<file path="src/rtl/spi_register_writer.sv">
// SPI mode-0 slave that turns 24-bit frames into synth register write strobes.
// Optional echo of the last committed frame on MISO: define SPI_REGISTER_ECHO_EN.
module spi_register_writer #(
    parameter int SYNC_STAGES = 2
) (
    input  logic        i_Clock,
    input  logic        i_Reset,
    input  logic        i_SPI_Clock,
    input  logic        i_SPI_CS_n,
    input  logic        i_SPI_MOSI,
    output logic        o_SPI_MISO,
    output logic        o_RegisterWriteEnable,
    output logic [15:0] o_RegisterWriteNumber,
    output logic [7:0]  o_RegisterWriteValue,
    output logic        o_FrameError
);

    typedef enum logic [1:0] {IDLE, SHIFT, COMMIT} state_t;

    state_t                 state, state_nxt;
    logic [SYNC_STAGES-1:0] sck_sync, cs_sync, mosi_sync;
    logic                   sck_prev;
    logic                   sck_s, cs_s, mosi_s, sck_rise;
    logic [4:0]             bit_cnt, bit_cnt_nxt;
    logic [23:0]            shift_sr, shift_nxt;
    logic                   commit_load, err_nxt;

    always_ff @(posedge i_Clock or posedge i_Reset) begin
        if (i_Reset) begin
            sck_sync  <= '0;
            cs_sync   <= '1;
            mosi_sync <= '0;
            sck_prev  <= 1'b0;
        end else begin
            sck_sync  <= {sck_sync[SYNC_STAGES-2:0], i_SPI_Clock};
            cs_sync   <= {cs_sync[SYNC_STAGES-2:0], i_SPI_CS_n};
            mosi_sync <= {mosi_sync[SYNC_STAGES-2:0], i_SPI_MOSI};
            sck_prev  <= sck_sync[SYNC_STAGES-1];
        end
    end

    assign sck_s    = sck_sync[SYNC_STAGES-1];
    assign cs_s     = cs_sync[SYNC_STAGES-1];
    assign mosi_s   = mosi_sync[SYNC_STAGES-1];
    assign sck_rise = sck_s & ~sck_prev;

    // Chip-select release is checked before the SCK edge so it always wins.
    always_comb begin
        state_nxt   = state;
        bit_cnt_nxt = bit_cnt;
        shift_nxt   = shift_sr;
        commit_load = 1'b0;
        err_nxt     = 1'b0;
        case (state)
            IDLE: begin
                if (!cs_s) begin
                    state_nxt   = SHIFT;
                    bit_cnt_nxt = 5'd0;
                    shift_nxt   = 24'd0;
                end
            end
            SHIFT: begin
                if (cs_s) begin
                    state_nxt   = IDLE;
                    err_nxt     = (bit_cnt != 5'd0);
                    bit_cnt_nxt = 5'd0;
                end else if (sck_rise) begin
                    shift_nxt = {shift_sr[22:0], mosi_s};
                    if (bit_cnt == 5'd23) begin
                        state_nxt   = COMMIT;
                        bit_cnt_nxt = 5'd0;
                        commit_load = 1'b1;
                    end else begin
                        bit_cnt_nxt = bit_cnt + 5'd1;
                    end
                end
            end
            COMMIT: begin
                state_nxt   = cs_s ? IDLE : SHIFT;
                bit_cnt_nxt = 5'd0;
            end
            default: state_nxt = IDLE;
        endcase
    end

    always_ff @(posedge i_Clock or posedge i_Reset) begin
        if (i_Reset) begin
            state                 <= IDLE;
            bit_cnt               <= 5'd0;
            shift_sr              <= 24'd0;
            o_RegisterWriteNumber <= 16'd0;
            o_RegisterWriteValue  <= 8'd0;
            o_FrameError          <= 1'b0;
        end else begin
            state        <= state_nxt;
            bit_cnt      <= bit_cnt_nxt;
            shift_sr     <= shift_nxt;
            o_FrameError <= err_nxt;
            if (commit_load) begin
                o_RegisterWriteNumber <= shift_nxt[23:8];
                o_RegisterWriteValue  <= shift_nxt[7:0];
            end
        end
    end

    assign o_RegisterWriteEnable = (state == COMMIT);

`ifdef SPI_REGISTER_ECHO_EN
    logic [23:0] echo_q;
    logic        miso_q;
    logic        sck_fall;

    assign sck_fall = ~sck_s & sck_prev;

    // bit_cnt is the number of bits already received, i.e. the next echo bit index from the MSB.
    always_ff @(posedge i_Clock or posedge i_Reset) begin
        if (i_Reset) begin
            echo_q <= 24'd0;
            miso_q <= 1'b0;
        end else begin
            if (commit_load)
                echo_q <= shift_nxt;
            if (state == IDLE && !cs_s)
                miso_q <= echo_q[23];
            else if (state != IDLE && !cs_s && sck_fall)
                miso_q <= echo_q[5'd23 - bit_cnt];
        end
    end

    assign o_SPI_MISO = miso_q;
`else
    assign o_SPI_MISO = 1'b0;
`endif

endmodule

</file>
<file path="config.mk">
export PLATFORM = sky130hd
export DESIGN_NAME = spi_register_writer
export DESIGN_NICKNAME = d
export VERILOG_FILES = /design/src/rtl/spi_register_writer.sv
export SDC_FILE = /design/constraint.sdc
export NUM_CORES = 1
export LEC_CHECK = 0
export CAP_MARGIN = 20
export CORE_UTILIZATION = 43
export DETAILED_ROUTE_END_ITERATION = 8
export PLACE_DENSITY = 0.63
export SYNTH_ARGS = -nofsm -noshare
export SYNTH_HDL_FRONTEND = slang
export SYNTH_SLANG_ARGS = --single-unit
</file>
<file path="constraint.sdc">
create_clock -name i_Clock -period 2.2 [get_ports i_Clock]
set_input_delay 0.44 -clock i_Clock [delete_from_list [all_inputs] [get_ports i_Clock]]
set_output_delay 0.44 -clock i_Clock [all_outputs]
set_load 0.05 [all_outputs]
</file>
# [Yosys cells after proc, flatten, opt, wreduce, memory -nomap -nowiden]
# Cells that the tools add are included.
[op_classes] add_sub_neg=1 eq_ne=6 muxes=21 bitwise_logic=2 n_reduce_logical=5
[op_table] operator="$mux W24" n=3
[op_table] operator="$pmux W24 S2" n=1
[op_table] operator="$mux W5" n=4
[op_table] operator="$pmux W5 S3" n=1
[op_table] operator="$mux W2" n=4
[op_table] operator="$mux W1" n=7
[op_table] operator="$ne A3 B3 Y1 const B" n=2
[op_table] operator="$pmux W2 S3" n=1
[op_table] operator="$reduce_and A3 Y1" n=2
[op_table] operator="$add A5 B1 Y5 const B" n=1
[op_table] operator="$eq A5 B5 Y1 const B" n=1
[op_table] operator="$reduce_bool A5 Y1" n=1
[op_table] operator="$reduce_bool A3 Y1" n=1
[op_table] operator="$eq A2 B1 Y1 const B" n=1
[op_table] operator="$eq A2 B2 Y1 const B" n=1
[op_table] operator="$logic_not A2 Y1" n=1
[op_table] operator="$ne A2 B2 Y1 const B" n=1
[op_table] operator="$and A1 B1 Y1" n=1
[op_table] operator="$not A1 Y1" n=1
[word_totals] ff_bits=63 input_bits=5 output_inout_bits=27 elab_cells=45

# [Logic depth before layout (Yosys ltp)]
[logic_depth] ltp_word=5 depth_mapped=5 depth_no_buf=4

# [Worst setup path before layout]
# OpenSTA, ideal clock, no wires.
[synth_path] path_type="register to register" start="reg state[1]" end="reg o_RegisterWriteNumber[15]" setup_time_ns=0.125 arrival_time_ns=1.684 required_ns=2.075 path_slack_ns=0.391 stages_incl_launch_ff=6 path_buffers=2 period_less_slack_ns=1.809 cell_sequence="dfrtp_1 -> buf_6 -> or3b_4 -> nor3_4 -> buf_6 -> mux2_2"
[synth_via] elab_chain_len=2 elab_cells_between_ends=4 cone_classes="eq/ne (1); mux (2); reduce/logical (1)"
[synth_lines] element="start: declaration" line_no="20" rtl="state_t state, state_nxt;"
[synth_lines] element="start signal: assignment" line_no="95" rtl="state <= state_nxt;"
[synth_lines] element="$eq A2 B1 Y1 / $logic_not A2 Y1 (equally long branches)" line_no="54" rtl="case (state)"
[synth_lines] element="$pmux W24 S2 / $mux W1 (equally long branches)" line_no="54"
[synth_lines] element="end signal: assignment" line_no="100" rtl="o_RegisterWriteNumber <= shift_nxt[23:8];"
[synth_lines] element="end: declaration" line_no="13" rtl="output logic [15:0] o_RegisterWriteNumber,"
# Parallel ways exist; a longest one is shown, timed or not.
# A chain may end at the register's enable or synchronous reset.

# [Worst setup path after layout]
[layout_path] start="reg o_RegisterWriteNumber[7]" end="out o_RegisterWriteNumber[7]"
# No word-level cell between the ends.

==> reports/metrics.yaml <==
status:
  outcome: "finished, final reports clean"
synthesis:
  synth.most_common_cell: "dfrtp_1"
  synth_edf_count: 0
  yosys.area.top_type_share_pct: 53.5
  syn_area_um2: 2850
  synth_largest_area_cell: "dfrtp_1"
  yosys-top-cells-area: "dfrtp_1, mux2_2, a221o_1"
  ys_async_sr_fraction_pct: 100
  yosysSeqAreaShare_pct: 55.3
  synthTopCellsByCount: "dfrtp_1, and2_1, a221o_1, a22o_1, mux2_2"
  avgSynthCellArea_um2: 12.9
  syn-instance-count: 222
  yosys_warnings: 0
  syn_nets: 229
  yosysUniqueCellTypes: 40
  synthFlopType: "dfrtp_1"
  synth_seq_cells: 63
detailed_routing:
  vias: 1933
  routed_wl_um: 5400
  drc: 0
  first_iter_violations: 108
  ant_nets: 0
  wl_per_cell_um: 15.8
  dr.pass1.iters: 4
  via_per_inst: 5.65
setup_path:
  cpLargestDelayFamily: "buffers and inverters"
  worstPathMaxFanout: 2
  worstReg2RegStart: "bit_cnt[1]"
  cp.arrival_ps: 1500
  reg2regPathDepth: 5
  crit_slowest_cell: "clkdlybuf4s50_1"
  end_kind: "output port"
  path_depth: 1
  cp_cell_sequence: "clkdlybuf4s50_1"
  setup.worst_path.end: "o_RegisterWriteNumber[7]"
  start_kind: "flip-flop"
  crit_path_start: "o_RegisterWriteNumber[7]"
  r2r_setup_slack_ps: 300
  worst-setup-path-type: "reg2out"
  slowest_delay_ps: 800
  required_ps: 1760
  r2r_end: "o_RegisterWriteValue[7]"
  path_buf_inv: 1
sta:
  maxSlewHeadroom_pct: 52.6
  finalCriticalPeriod_ps: 1940
  rsz0062_at_grt: "no"
  finalMaxSlewViolations: 0
  tightest_slew_ps: 694
  fmax_ghz: 0.516
  hold_viol: 0
  final.period_utilization_pct: 88.1
  hold_ws_ps: 349
  setup_tns_ps: 0
  setup_viol: 0
  fin_skew_ps: 6.49
clock_network:
  h-tree-depth: 3
  cts_setup_buffers: 0
  root_buffer: "clkbuf_8"
  path_clk_slew_ps: 70
  ctsHoldBuffers: 0
  clockBufferDepth: 2
  cts_buffers: 9
  clock-sinks: 63
  cts_resized: 0
  cts_tree: "yes"
  clock_latency_ps: 340
floorplanning:
  io-pin-count: 32
  die_w_um: 83.5
  die-area_um2: 6970
  die_h_um: 83.5
  rows: 29
  start_util_pct: 44.7
  core_um2: 6390
global_routing:
  grt_remaining_overflow: 0
  grt_pass1_wl_um: 9130
  grtUsageMet1_pct: 23.6
  grt_pass1_vias: 1837
  track_usage_pct: 17.0
  grt_max_degree: 33
  antenna_found_initial: 0
  busiest_layer: "met2"
  use_met3_pct: 5.04
  met2_usage_pct: 24.3
layout:
  multi_input_area_um2: 1160
  nets: 268
  diodes: 0
  area_growth_pct: 22.6
  fillCellCount: 571
  register_area_um2: 1580
  drive_above_1_share_pct: 21.5
placed_design:
  io_buffers: 30
  hpwl_um: 3460
  place_congestion: 0.765
hold_path:
  hold_class: "reg2reg"
pwr:
  leakage_nw: 1.62
  vdd_drop_max_uv: 349
  powerDensity_nw_per_um2: 666
  p_total_mw: 2.33
job:
  drv_cap: 0
-- worst min path at each step --
stage	cells past startpoint	start	slack [ps]	end
floorplan	0	mosi_sync[0]	330	mosi_sync[1]
global placement	0	sck_sync[0]	330	sck_sync[1]
detailed placement	0	mosi_sync[0]	340	mosi_sync[1]
CTS	0	mosi_sync[0]	350	mosi_sync[1]
global route	0	mosi_sync[0]	350	mosi_sync[1]
finish	0	mosi_sync[0]	350	mosi_sync[1]
-- worst reg2reg max path, cell delays in order (launching register included) --
cell       delay (ps)
dfrtp_1           360
ha_1              230
nand4b_1          190
buf_4             210
a2111oi_0         640
o21bai_1          200
-- per-stage QoR --
| step | cells | utilization (%) | setup WS (ps) | instance area (µm²) |
|---|---|---|---|---|
| after global routing | 342 | 54.8 | 192 | 3500 |
| after floorplan | 222 | - | 194 | 2850 |
| after detailed placement | 327 | 51.7 | 342 | 3300 |
| after CTS | 342 | 54.8 | 242 | 3500 |
| after global placement | 327 | 51.7 | 391 | 3300 |
| final | 342 | 54.8 | 262 | 3500 |
-- final cells by class --
class                           count  area share (%)
Tap cell                           77            2.75
Multi-Input combinational cell    136            33.0
Clock buffer                       11            4.33
Timing Repair Buffer               45            12.8
Inverter                            6           0.644
Clock inverter                      4            1.29
Sequential cell                    63            45.1
-- sequential cells by signal (all words and copies together), names as in the netlist --
| signal | cells |
|---|---|
| state | 2 |
| sck_sync | 2 |
| bit_cnt | 5 |
| o_FrameError | 1 |
| cs_sync | 2 |
| o_RegisterWriteValue | 8 |
| shift_sr | 24 |
| mosi_sync | 2 |
| sck_prev | 1 |
| o_RegisterWriteNumber | 16 |
-- routing by layer --
layer	part of all wire [%]	vias up	wire (µm)
met5	0	-	0
met4	2.3	0	123
met3	3.9	9	209
met2	44	45	2400
met1	49	971	2670
li1	-	908	-
-- layout by cell type, fill, tap and decap left out, types with 5 or more instances in the layout --
cell             netlist  routed
dfrtp_1               61      61
buf_4                  1      13
clkbuf_8               0      11
and2_1                24      24
mux2_2                21      21
clkdlybuf4s50_1        0      29
inv_1                  6       5
a22o_1                23      23
a221o_1               23      23
-- power breakdown --
part	switching, mW	internal (mW)
combinational	0.0876	0.0494
sequential	0.0118	1.17
clock	0.434	0.573
total	0.534	1.80
-- logic make-up (layout without fill, tap and decap cells) --
logic type | after synthesis | after routing | share of synthesized area (%)
AO/OA/AOI/OAI | 61 | 61 | 18.7
AND/OR/NAND/NOR | 47 | 47 | 11.0
adder cells (fa/ha/maj) | 2 | 2 | 0.877
buffers and inverters | 23 | 66 | 4.16
multiplexers | 25 | 25 | 9.78
other | 1 | 1 | 0.131
flip-flops | 63 | 63 | 55.3
Note: power is estimated with default switching activity, not from simulation.
